==> config.mk <==
export PLATFORM = sky130hd
export DESIGN_NAME = credit_session_timer
export DESIGN_NICKNAME = d
export VERILOG_FILES = /design/src/rtl/binoc_pkg.sv /design/src/rtl/tick_divider.sv /design/src/rtl/credit_session_timer.sv
export SDC_FILE = /design/constraint.sdc
export NUM_CORES = 1
export LEC_CHECK = 0
export CELL_PAD_IN_SITES_DETAIL_PLACEMENT = 0
export CELL_PAD_IN_SITES_GLOBAL_PLACEMENT = 1
export CORE_MARGIN = 4
export CORE_UTILIZATION = 47
export DETAILED_ROUTE_END_ITERATION = 8
export GPL_TIMING_DRIVEN = 0
export PLACE_DENSITY_LB_ADDON = 0.2
export SLEW_MARGIN = 25
export SYNTH_ARGS = -nofsm -noshare
export SYNTH_HDL_FRONTEND = slang
export SYNTH_SLANG_ARGS = --single-unit
==> constraint.sdc <==
create_clock -name CLK_10MHZ -period 6.9 [get_ports CLK_10MHZ]
set_input_delay 0.69 -clock CLK_10MHZ [delete_from_list [all_inputs] [get_ports CLK_10MHZ]]
set_output_delay 0.69 -clock CLK_10MHZ [all_outputs]
set_load 0.005 [all_outputs]
==> src/rtl/binoc_pkg.sv <==
// Shared types and constants for the binocular viewer control blocks.
package binoc_pkg;

    localparam int CLK_HZ  = 10_000_000;
    localparam int MONEY_W = 8;
    localparam int SEC_W   = 12;

    typedef enum logic [1:0] {
        IDLE = 2'd0,
        RUN  = 2'd1,
        WARN = 2'd2
    } session_state_t;

endpackage

==> src/rtl/tick_divider.sv <==
// Free-running divider that emits a one-cycle tick every CLK_HZ/RATE_HZ enabled cycles.
module tick_divider #(
    parameter int CLK_HZ  = 10_000_000,
    parameter int RATE_HZ = 1
) (
    input  logic clk,
    input  logic rst_n,
    input  logic en,
    input  logic clear,
    output logic tick
);

    localparam int DIV   = (CLK_HZ / RATE_HZ < 1) ? 1 : CLK_HZ / RATE_HZ;
    localparam int CNT_W = (DIV > 1) ? $clog2(DIV) : 1;
    localparam logic [CNT_W-1:0] TERM = CNT_W'(DIV - 1);

    logic [CNT_W-1:0] count;

    always_ff @(posedge clk or negedge rst_n) begin
        if (!rst_n) begin
            count <= '0;
        end else if (clear) begin
            count <= '0;
        end else if (en) begin
            count <= (count == TERM) ? '0 : count + CNT_W'(1);
        end
    end

    assign tick = en && !clear && (count == TERM);

endmodule

==> src/rtl/credit_session_timer.sv <==
// Converts money increments from the bill validator into viewing seconds and runs
// the shutter session (IDLE/RUN/WARN) with a 1 Hz countdown and warning blink.
module credit_session_timer #(
    parameter int CLK_HZ       = binoc_pkg::CLK_HZ,
    parameter int PRICE_UNIT   = 10,
    parameter int SEC_PER_UNIT = 6,
    parameter int MAX_SECONDS  = 3599,
    parameter int WARN_SECONDS = 10,
    parameter int BLINK_HZ     = 2
) (
    input  logic        CLK_10MHZ,
    input  logic        nRESET,
    input  logic [7:0]  billAccumed,
    input  logic        creditEnable,
    output logic        viewEnable,
    output logic [11:0] secondsLeft,
    output logic        warnBlink,
    output logic        sessionActive,
    output logic        creditPulse
);

    import binoc_pkg::*;

    localparam logic [8:0]       PEND_MAX = 9'd511;
    localparam logic [9:0]       PRICE    = 10'(PRICE_UNIT);
    localparam logic [SEC_W:0]   SEC_ADD  = (SEC_W + 1)'(SEC_PER_UNIT);
    localparam logic [SEC_W:0]   SEC_MAX  = (SEC_W + 1)'(MAX_SECONDS);
    localparam logic [SEC_W-1:0] SEC_WARN = SEC_W'(WARN_SECONDS);

    session_state_t     state, state_next;
    logic               first_sample;
    logic [MONEY_W-1:0] prev_total;
    logic [MONEY_W-1:0] delta;
    logic [8:0]         pend_money;
    logic [8:0]         pend_next;
    logic               convert;
    logic               sec_tick;
    logic               blink_tick;
    logic [SEC_W:0]     sec_sum;
    logic [SEC_W-1:0]   sec_next;
    logic               blink_next;

    function automatic logic [8:0] sat_money(input logic [9:0] value);
        return (value > {1'b0, PEND_MAX}) ? PEND_MAX : value[8:0];
    endfunction

    function automatic logic [SEC_W-1:0] sat_seconds(input logic [SEC_W:0] value);
        return (value > SEC_MAX) ? SEC_MAX[SEC_W-1:0] : value[SEC_W-1:0];
    endfunction

    tick_divider #(.CLK_HZ(CLK_HZ), .RATE_HZ(1)) second_div (
        .clk   (CLK_10MHZ),
        .rst_n (nRESET),
        .en    (state != IDLE),
        .clear (state == IDLE),
        .tick  (sec_tick)
    );

    tick_divider #(.CLK_HZ(CLK_HZ), .RATE_HZ(2 * BLINK_HZ)) blink_div (
        .clk   (CLK_10MHZ),
        .rst_n (nRESET),
        .en    (state == WARN),
        .clear (state != WARN),
        .tick  (blink_tick)
    );

    // The first cycle after reset only captures the baseline, so a non-zero total is not credited.
    assign delta   = first_sample ? '0 : billAccumed - prev_total;
    assign convert = creditEnable && ({1'b0, pend_money} >= PRICE);
    assign pend_next = sat_money({1'b0, pend_money} - (convert ? PRICE : 10'd0) + {2'b00, delta});

    always_comb begin
        sec_sum  = {1'b0, secondsLeft} + (convert ? SEC_ADD : '0);
        sec_next = sat_seconds(sec_sum);
        if (sec_tick && (sec_next != '0)) begin
            sec_next = sec_next - SEC_W'(1);
        end
    end

    always_comb begin
        state_next = state;
        blink_next = 1'b0;
        case (state)
            IDLE: if (sec_next != '0) state_next = RUN;
            RUN: begin
                if (sec_next == '0)            state_next = IDLE;
                else if (sec_next <= SEC_WARN) state_next = WARN;
            end
            WARN: begin
                if (sec_next == '0)           state_next = IDLE;
                else if (sec_next > SEC_WARN) state_next = RUN;
            end
            default: state_next = IDLE;
        endcase
        if (state_next == WARN) begin
            if (state != WARN)   blink_next = 1'b1;
            else if (blink_tick) blink_next = ~warnBlink;
            else                 blink_next = warnBlink;
        end
    end

    always_ff @(posedge CLK_10MHZ or negedge nRESET) begin
        if (!nRESET) begin
            state         <= IDLE;
            first_sample  <= 1'b1;
            prev_total    <= '0;
            pend_money    <= '0;
            secondsLeft   <= '0;
            creditPulse   <= 1'b0;
            warnBlink     <= 1'b0;
            viewEnable    <= 1'b0;
            sessionActive <= 1'b0;
        end else begin
            state        <= state_next;
            first_sample <= 1'b0;
            if (first_sample || (delta != '0)) begin
                prev_total <= billAccumed;
            end
            pend_money    <= pend_next;
            secondsLeft   <= sec_next;
            creditPulse   <= convert;
            warnBlink     <= blink_next;
            viewEnable    <= (state_next != IDLE);
            sessionActive <= (state_next != IDLE);
        end
    end

endmodule

==> qor.txt, run 1 <==
Final clock skew -> 12.6 ps
RR Startpoint -> pend_money[1]
Vias in the first global route -> 4001
WP data required -> 7150 ps
Flops & latches, synth -> 81
Initial DRC count -> 157
Mapped Avg Cell Area -> 9.30 µm²
Post-CTS setup buffer count -> 0
CP arrival -> 6300 ps
Overall Global Routing Usage -> 17.8%
Layout Cells excl Fill -> 739
Worst slew margin -> 30.6%
Clk_lat worst skew -> 370 ps
CTS sink count -> 81
Finished Core Util -> 53.9%
Via count -> 3988
Share of the synthesized area in the top cell type -> 38.7%
Reg-to-reg setup timing slack -> 1100 ps
Cell Rows -> 38
Ant diodes -> 0
Top_reg_cell synth -> dfrtp_1
DRT Pass-1 Iters -> 4
Final net count -> 635
Reg2Reg Depth -> 23
Leakage power -> 2.47 nW
Initial core utilization -> 47.9%
Most frequent cell after synthesis -> dfrtp_1
Area delta synth->final -> 12.5%
CTS buffer count -> 9
Worst Setup End Kind -> flop
Highest Clock Rate -> 165 MHz
Area leader, netlist -> dfrtp_1
Root buffer selected by CTS -> clkbuf_8
Seq/Total Area, Yosys -> 39.2%
IO buf count -> 26
Mapped Area -> 0.00517 mm²
Wire length per cell -> 14.5 µm
Crit path kind -> primary input to flop
Overall routed net length -> 10700 µm
Peak VDD IR -> 0.000132 V
Die Y -> 113 µm
Outcome -> completed
CTS tree -> yes
Min Tclk post-route -> 6040 ps
Pin count of the biggest net entering global routing -> 43
MaxCap Viol Count -> 0
Setup violators final -> 0
Period utilization -> 87.6%
Clock-pin slew on the worst setup and hold paths -> 90 ps
Tightest Hold Check Type -> primary input to async pin
Slew at the pin closest to its max-slew limit -> 1030 ps
Unrepaired setup endpoints after global routing -> false
RR Endpoint -> state[0]
Residual DRC count -> 0
Post-Synthesis Cells -> 556
Chip Width -> 113 µm
First-pass GRT wire length -> 18700 µm
Startpoint Class -> primary input
Final TNS setup -> 0 ps
Synthesis Warnings -> 0
Slew Viols, Final -> 0
Critical path peak fanout -> 8
Syn nets -> 597
Post-Place Cells -> 723
EDFF count, synth -> 0
Core ar. -> 0.0108 mm²
CTS Buffer Depth -> 2
Commonest cells in the synthesized netlist -> dfrtp_1 (80), nor2_1 (63), nand2_1 (43)
Pwr dens -> 270 mW/mm²
Final Hold Viols -> 0
Post-DP HPWL -> 7840 µm
GRT overflow -> 0
Area after DPL -> 0.00562 mm²
Die Area -> 0.0127 mm²
Post-CTS Hold Fix Bufs -> 0
H-Tree Depth -> 3
Fin area -> 0.00582 mm²
Largest cells by area after synthesis -> dfrtp_1 (39%), xor2_1 (6.8%), ha_1 (6.3%)
Antenna Nets Post-Route -> 0
Share of synthesized flip-flops with an asynchronous set or reset -> 100%
Yosys cell types -> 69
Fillers -> 1018
Total Power -> 1.57 mW
Layout cells sized above 1 -> 8.85%
Initial antenna violation count -> 0
# resized after CTS -> 0
# IOs -> 27
Avg Vias per Cell -> 5.40
Final RePlAce weighted congestion -> 0.862
==> critical path, cell delays in order <==
cell and delay, ps:
clkdlybuf4s50_1 450, inv_1 40, a31oi_1 670, ha_1 370, fa_1 180, buf_2 180
and4_1 190, buf_2 170, nand3b_1 80, a21oi_1 390, a2bb2oi_2 290, or2_1 140
clkbuf_1 280, nor2_1 110, ha_1 230, nand2b_1 120, or2_2 140, a2111oi_2 50
a311oi_4 510, o2111ai_1 200, xor2_1 200, and4b_1 360, o21ai_0 100, a21boi_1 140
==> per-layer routing <==
layer / share of wire [%] / wire length [µm] / track usage (%)
met5: 0 / 0 / 0
met4: 1.1 / 119 / 6.09
met3: 3.0 / 318 / 3.90
met2: 48 / 5160 / 29.4
met1: 48 / 5120 / 23.2
==> cell usage in the layout (no fill, tap or decap), drive strengths merged, types with 3 or more instances in the layout <==
cell type / instances
fa: 4
mux2: 8
inv: 38
nand2: 43
a21boi: 4
clkinv: 3
nor3: 12
or2: 5
o21ai: 20
a211oi: 3
or3: 8
mux2i: 3
a21o: 3
ha: 26
xor2: 40
nor4b: 3
clkdlybuf4s50: 25
nand4: 14
nand3b: 6
nor2b: 10
dfrtp: 80
and4: 3
nand3: 29
nand2b: 10
nor4: 7
or4: 4
nor2: 63
and3: 16
xnor2: 26
clkbuf: 16
clkinvlp: 3
a21oi: 18
buf: 9
==> sequential cells by signal, summed over array words and instances, names as in the netlist, 2 cells and up <==
name              cells
blink_div.count      22
state                 2
prev_total            8
pend_money            9
second_div.count     24
secondsLeft          12
==> where the power goes <==
part,internal [mW],leakage (nW),switching [mW]
clock,0.166,0.0912,0.191
combinational,0.281,1.36,0.373
sequential,0.522,1.02,0.0356
total,0.969,2.47,0.600
==> worst max-delay path by stage <==
| stage | startpoint | endpoint | slack, ps | cells past startpoint |
|---|---|---|---|---|
| 4_1_cts | creditEnable | state[0] | 830 | 24 |
| 3_5_place_dp | creditEnable | state[0] | 440 | 24 |
| 2_1_floorplan | creditEnable | state[0] | 1960 | 23 |
| 5_1_grt | creditEnable | state[0] | 420 | 24 |
| 6_report | creditEnable | state[0] | 860 | 24 |
| 3_3_place_gp | creditEnable | state[0] | 470 | 22 |
==> logic make-up after synthesis <==
group | Yosys count | synth area share [%]
AND/OR/NAND/NOR | 243 | 24.7
multiplexers | 11 | 2.32
adder cells (fa/ha/maj) | 30 | 7.84
XOR/XNOR | 66 | 11.2
other | 1 | 0.0725
flip-flops | 81 | 39.2
buffers and inverters | 52 | 3.99
AO/OA/AOI/OAI | 72 | 10.6
==> layout make-up <==
type	count	area, µm²	area share, %
timing repair buffer	27	278	4.77
tap	140	175	3.01
multi-input combinational	423	2940	50.5
sequential	81	2030	34.9
buffer	14	63.8	1.10
clock inverter	7	71.3	1.23
clock buffer	9	124	2.13
inverter	38	143	2.45
==> stage by stage <==
| step | setup slack [ps] | hold WS [ps] |
|---|---|---|
| floorplan | 1960 | 394 |
| global placement | 474 | 467 |
| detailed placement | 437 | 471 |
| CTS | 825 | 290 |
| global route | 419 | 312 |
| finish | 857 | 285 |
Note: power is estimated with default switching activity, not from simulation.
==> run 2, diff against run 1 <==
--- a/config.mk
+++ b/config.mk
@@ -5,10 +5,11 @@
 export SDC_FILE = /design/constraint.sdc
 export NUM_CORES = 1
 export LEC_CHECK = 0
+export ABC_AREA = 1
 export CELL_PAD_IN_SITES_DETAIL_PLACEMENT = 0
 export CELL_PAD_IN_SITES_GLOBAL_PLACEMENT = 1
 export CORE_MARGIN = 4
-export CORE_UTILIZATION = 47
+export CORE_UTILIZATION = 45
 export DETAILED_ROUTE_END_ITERATION = 8
 export GPL_TIMING_DRIVEN = 0
 export PLACE_DENSITY_LB_ADDON = 0.2
==> qor.txt, run 2 <==
Layout cells sized above 1 -> 8.03% (-0.82 points)
Fillers -> 1133 (+11%)
Layout Cells excl Fill -> 915 (+24%)
Tightest Hold Check Type -> primary input to async pin
Peak VDD IR -> 0.000145 V (+10%)
Ant diodes -> 0 (unchanged)
Cell Rows -> 39 (+2.6%)
Final RePlAce weighted congestion -> 0.852 (-1.3%)
Clock-pin slew on the worst setup and hold paths -> 60 ps (-30 ps)
Outcome -> completed
GRT overflow -> 0 (unchanged)
Critical path's top delay family -> simple AND/OR/NAND/NOR gates
Vias in the first global route -> 4627 (+16%)
Core ar. -> 0.0116 mm² (+7.2%)
Post-Place Cells -> 901 (+25%)
Residual DRC count -> 0 (unchanged)
Via count -> 4561 (+14%)
Seq/Total Area, Yosys -> 37.5% (-1.7 points)
Min Tclk post-route -> 4730 ps (-1310 ps)
CTS tree -> yes
First-pass GRT wire length -> 21100 µm (+13%)
Final net count -> 810 (+28%)
Wire length per cell -> 12.6 µm (-13%)
Area leader, netlist -> dfrtp_1
# IOs -> 27 (unchanged)
CTS Buffer Depth -> 2 (unchanged)
Pin count of the biggest net entering global routing -> 48 (+12%)
Initial core utilization -> 46.7% (-1.2 points)
DRT Pass-1 Iters -> 4 (unchanged)
Commonest cells in the synthesized netlist -> inv_1 (150), nand2_1 (127), nor2_1 (86)
Biggest register -> second_div.count
Die Area -> 0.0138 mm² (+8.6%)
RR Endpoint -> warnBlink
Reg2Reg Depth -> 32 (+39%)
Mapped Avg Cell Area -> 7.40 µm² (-20%)
Final Hold Viols -> 0 (unchanged)
CTS buffer count -> 9 (unchanged)
CP peak stage delay -> 430 ps (-240 ps)
Area delta synth->final -> 13.7%
Slew Viols, Final -> 0 (unchanged)
CP arrival -> 5010 ps (-1290 ps)
Final clock skew -> 6.41 ps (-6.16 ps)
Worst path bufs/invs -> 5 (unchanged)
Initial DRC count -> 232 (+48%)
Unrepaired setup endpoints after global routing -> false
WP data required -> 7180 ps (+30 ps)
Overall routed net length -> 11500 µm (+7.6%)
Slowest cell on crit path -> fa_1
Top_reg_cell synth -> dfrtp_1
Largest registers -> second_div.count x24, blink_div.count x22, secondsLeft x12
RR Startpoint -> pend_money[5]
Period utilization -> 68.5% (-19 points)
Most frequent cell after synthesis -> inv_1
Critical path peak fanout -> 10 (+2)
Slew at the pin closest to its max-slew limit -> 844 ps (-187 ps)
MaxCap Viol Count -> 0 (unchanged)
Highest Clock Rate -> 212 MHz (+28%)
Synthesis Warnings -> 0 (unchanged)
Number of flip-flops under the largest register name -> 24 (unchanged)
Die Y -> 118 µm (+4.2%)
Largest cells by area after synthesis -> dfrtp_1 (37%), inv_1 (10%), nand2_1 (8.8%)
IO buf count -> 26 (unchanged)
Initial antenna violation count -> 0 (unchanged)
Worst Setup End Kind -> flop
Crit path kind -> flop to flop
Root buffer selected by CTS -> clkbuf_16
Chip Width -> 118 µm (+4.2%)
Worst slew margin -> 43.2% (+13 points)
Overall Global Routing Usage -> 18.1% (+0.34 points)
Mapped Area -> 0.00541 mm² (+4.6%)
Post-CTS Hold Fix Bufs -> 0 (unchanged)
CP dominant cell by count -> nand2_1
# resized after CTS -> 0 (unchanged)
Share of the synthesized area in the top cell type -> 37.0% (-1.7 points)
Leakage power -> 2.99 nW (+21%)
Setup violators final -> 0 (unchanged)
Avg Vias per Cell -> 4.98 (-7.6%)
Final TNS setup -> 0 ps (unchanged)
Yosys cell types -> 46 (-33%)
CTS sink count -> 81 (unchanged)
Commonest non-fill, non-tap cell in the layout -> inv_1
Post-Synthesis Cells -> 731 (+31%)
Pwr dens -> 265 mW/mm² (-1.8%)
Clk_lat worst skew -> 340 ps (-30 ps)
Startpoint Class -> flop
Syn nets -> 772 (+29%)
Post-CTS setup buffer count -> 0 (unchanged)
Most frequent cells in the layout -> inv_1 (150), nand2_1 (127), nor2_1 (86)
Antenna Nets Post-Route -> 0 (unchanged)
EDFF count, synth -> 0 (unchanged)
Reg-to-reg setup timing slack -> 2170 ps (+1070 ps)
Post-DP HPWL -> 8770 µm (+12%)
Share of synthesized flip-flops with an asynchronous set or reset -> 100% (unchanged)
Flops & latches, synth -> 81 (unchanged)
H-Tree Depth -> 3 (unchanged)
==> run 2: changes by cell type after synthesis, sizes merged, moves of 10 or more <==
cell / previous run / this run
inv: 38 / 157
nand2: 43 / 138
nor2: 63 / 97
xor2: 40 / 16
xnor2: 26 / 3
nand3: 29 / 47
and3: 16 / 0
nor3: 12 / 28
nand2b: 10 / 0
nand4: 14 / 24
nor2b: 10 / 0
o21ai: 20 / 30
==> run 2: area by class of cell <==
cell class / count / area, µm² / share of cell area (%)
multi-input cells: 484 / 2730 / 44.4
flip-flops and latches: 81 / 2030 / 33.0
clock buffers: 11 / 233 / 3.79
plain buffers: 7 / 50.0 / 0.814
inverters: 159 / 597 / 9.71
clock inverters: 3 / 43.8 / 0.712
well taps: 143 / 179 / 2.91
repair buffers: 27 / 285 / 4.64
==> run 2: per-stage QoR <==
stage          cell area (µm²)  hold slack (ps)  util [%]  total power, mW  setup slack [ps]
2_1_floorplan             5410              394         -             1.02              2910
3_3_place_gp              5850              448      50.5             1.15              1850
3_5_place_dp              5870              460      50.8             1.18              1820
4_1_cts                   6150              314      53.2             1.66              2130
5_1_grt                   6150              330      53.2             1.78              1540
6_report                  6150              307      53.2             1.63              2170
==> run 2: power breakdown <==
group | leakage (nW) | switching, mW | total [mW] | internal [mW]
combinational | 1.83 | 0.379 | 0.621 | 0.242
sequential | 1.02 | 0.0226 | 0.539 | 0.516
clock | 0.135 | 0.191 | 0.467 | 0.277
total | 2.99 | 0.593 | 1.63 | 1.04
==> run 2: kinds of logic (layout without fill, tap and decap cells) <==
logic type / count (synthesis) / in the layout / share of synthesized area [%]
adders and majority gates: 30 / 30 / 7.50
xor gates and xnor gates: 19 / 19 / 3.08
DFF: 81 / 81 / 37.5
and+or+nand+nor: 359 / 359 / 31.9
buffers and inverters: 166 / 207 / 12.0
AOI/OAI and AO/OA: 75 / 75 / 7.98
other: 1 / 1 / 0.0694
==> run 2: how the worst max path moves through the flow <==
stage | start | endpoint | slack (ps) | depth (start not counted)
6_report | pend_money[5] | warnBlink | 2170 | 32
5_1_grt | pend_money[5] | warnBlink | 1540 | 32
4_1_cts | pend_money[5] | warnBlink | 2130 | 32
3_3_place_gp | creditEnable | warnBlink | 1850 | 31
2_1_floorplan | creditEnable | warnBlink | 2910 | 31
3_5_place_dp | creditEnable | warnBlink | 1820 | 31
==> run 2: layer usage <==
layer / GRT usage (%) / part of all wire [%] / wire length [µm] / vias up
met3: 3.75 / 2.9 / 334 / 12
met2: 30.1 / 46 / 5350 / 58
li1: - / - / - / 2397
met5: 0 / 0 / 0 / -
met1: 24.0 / 49 / 5700 / 2094
met4: 5.42 / 1.3 / 153 / 0
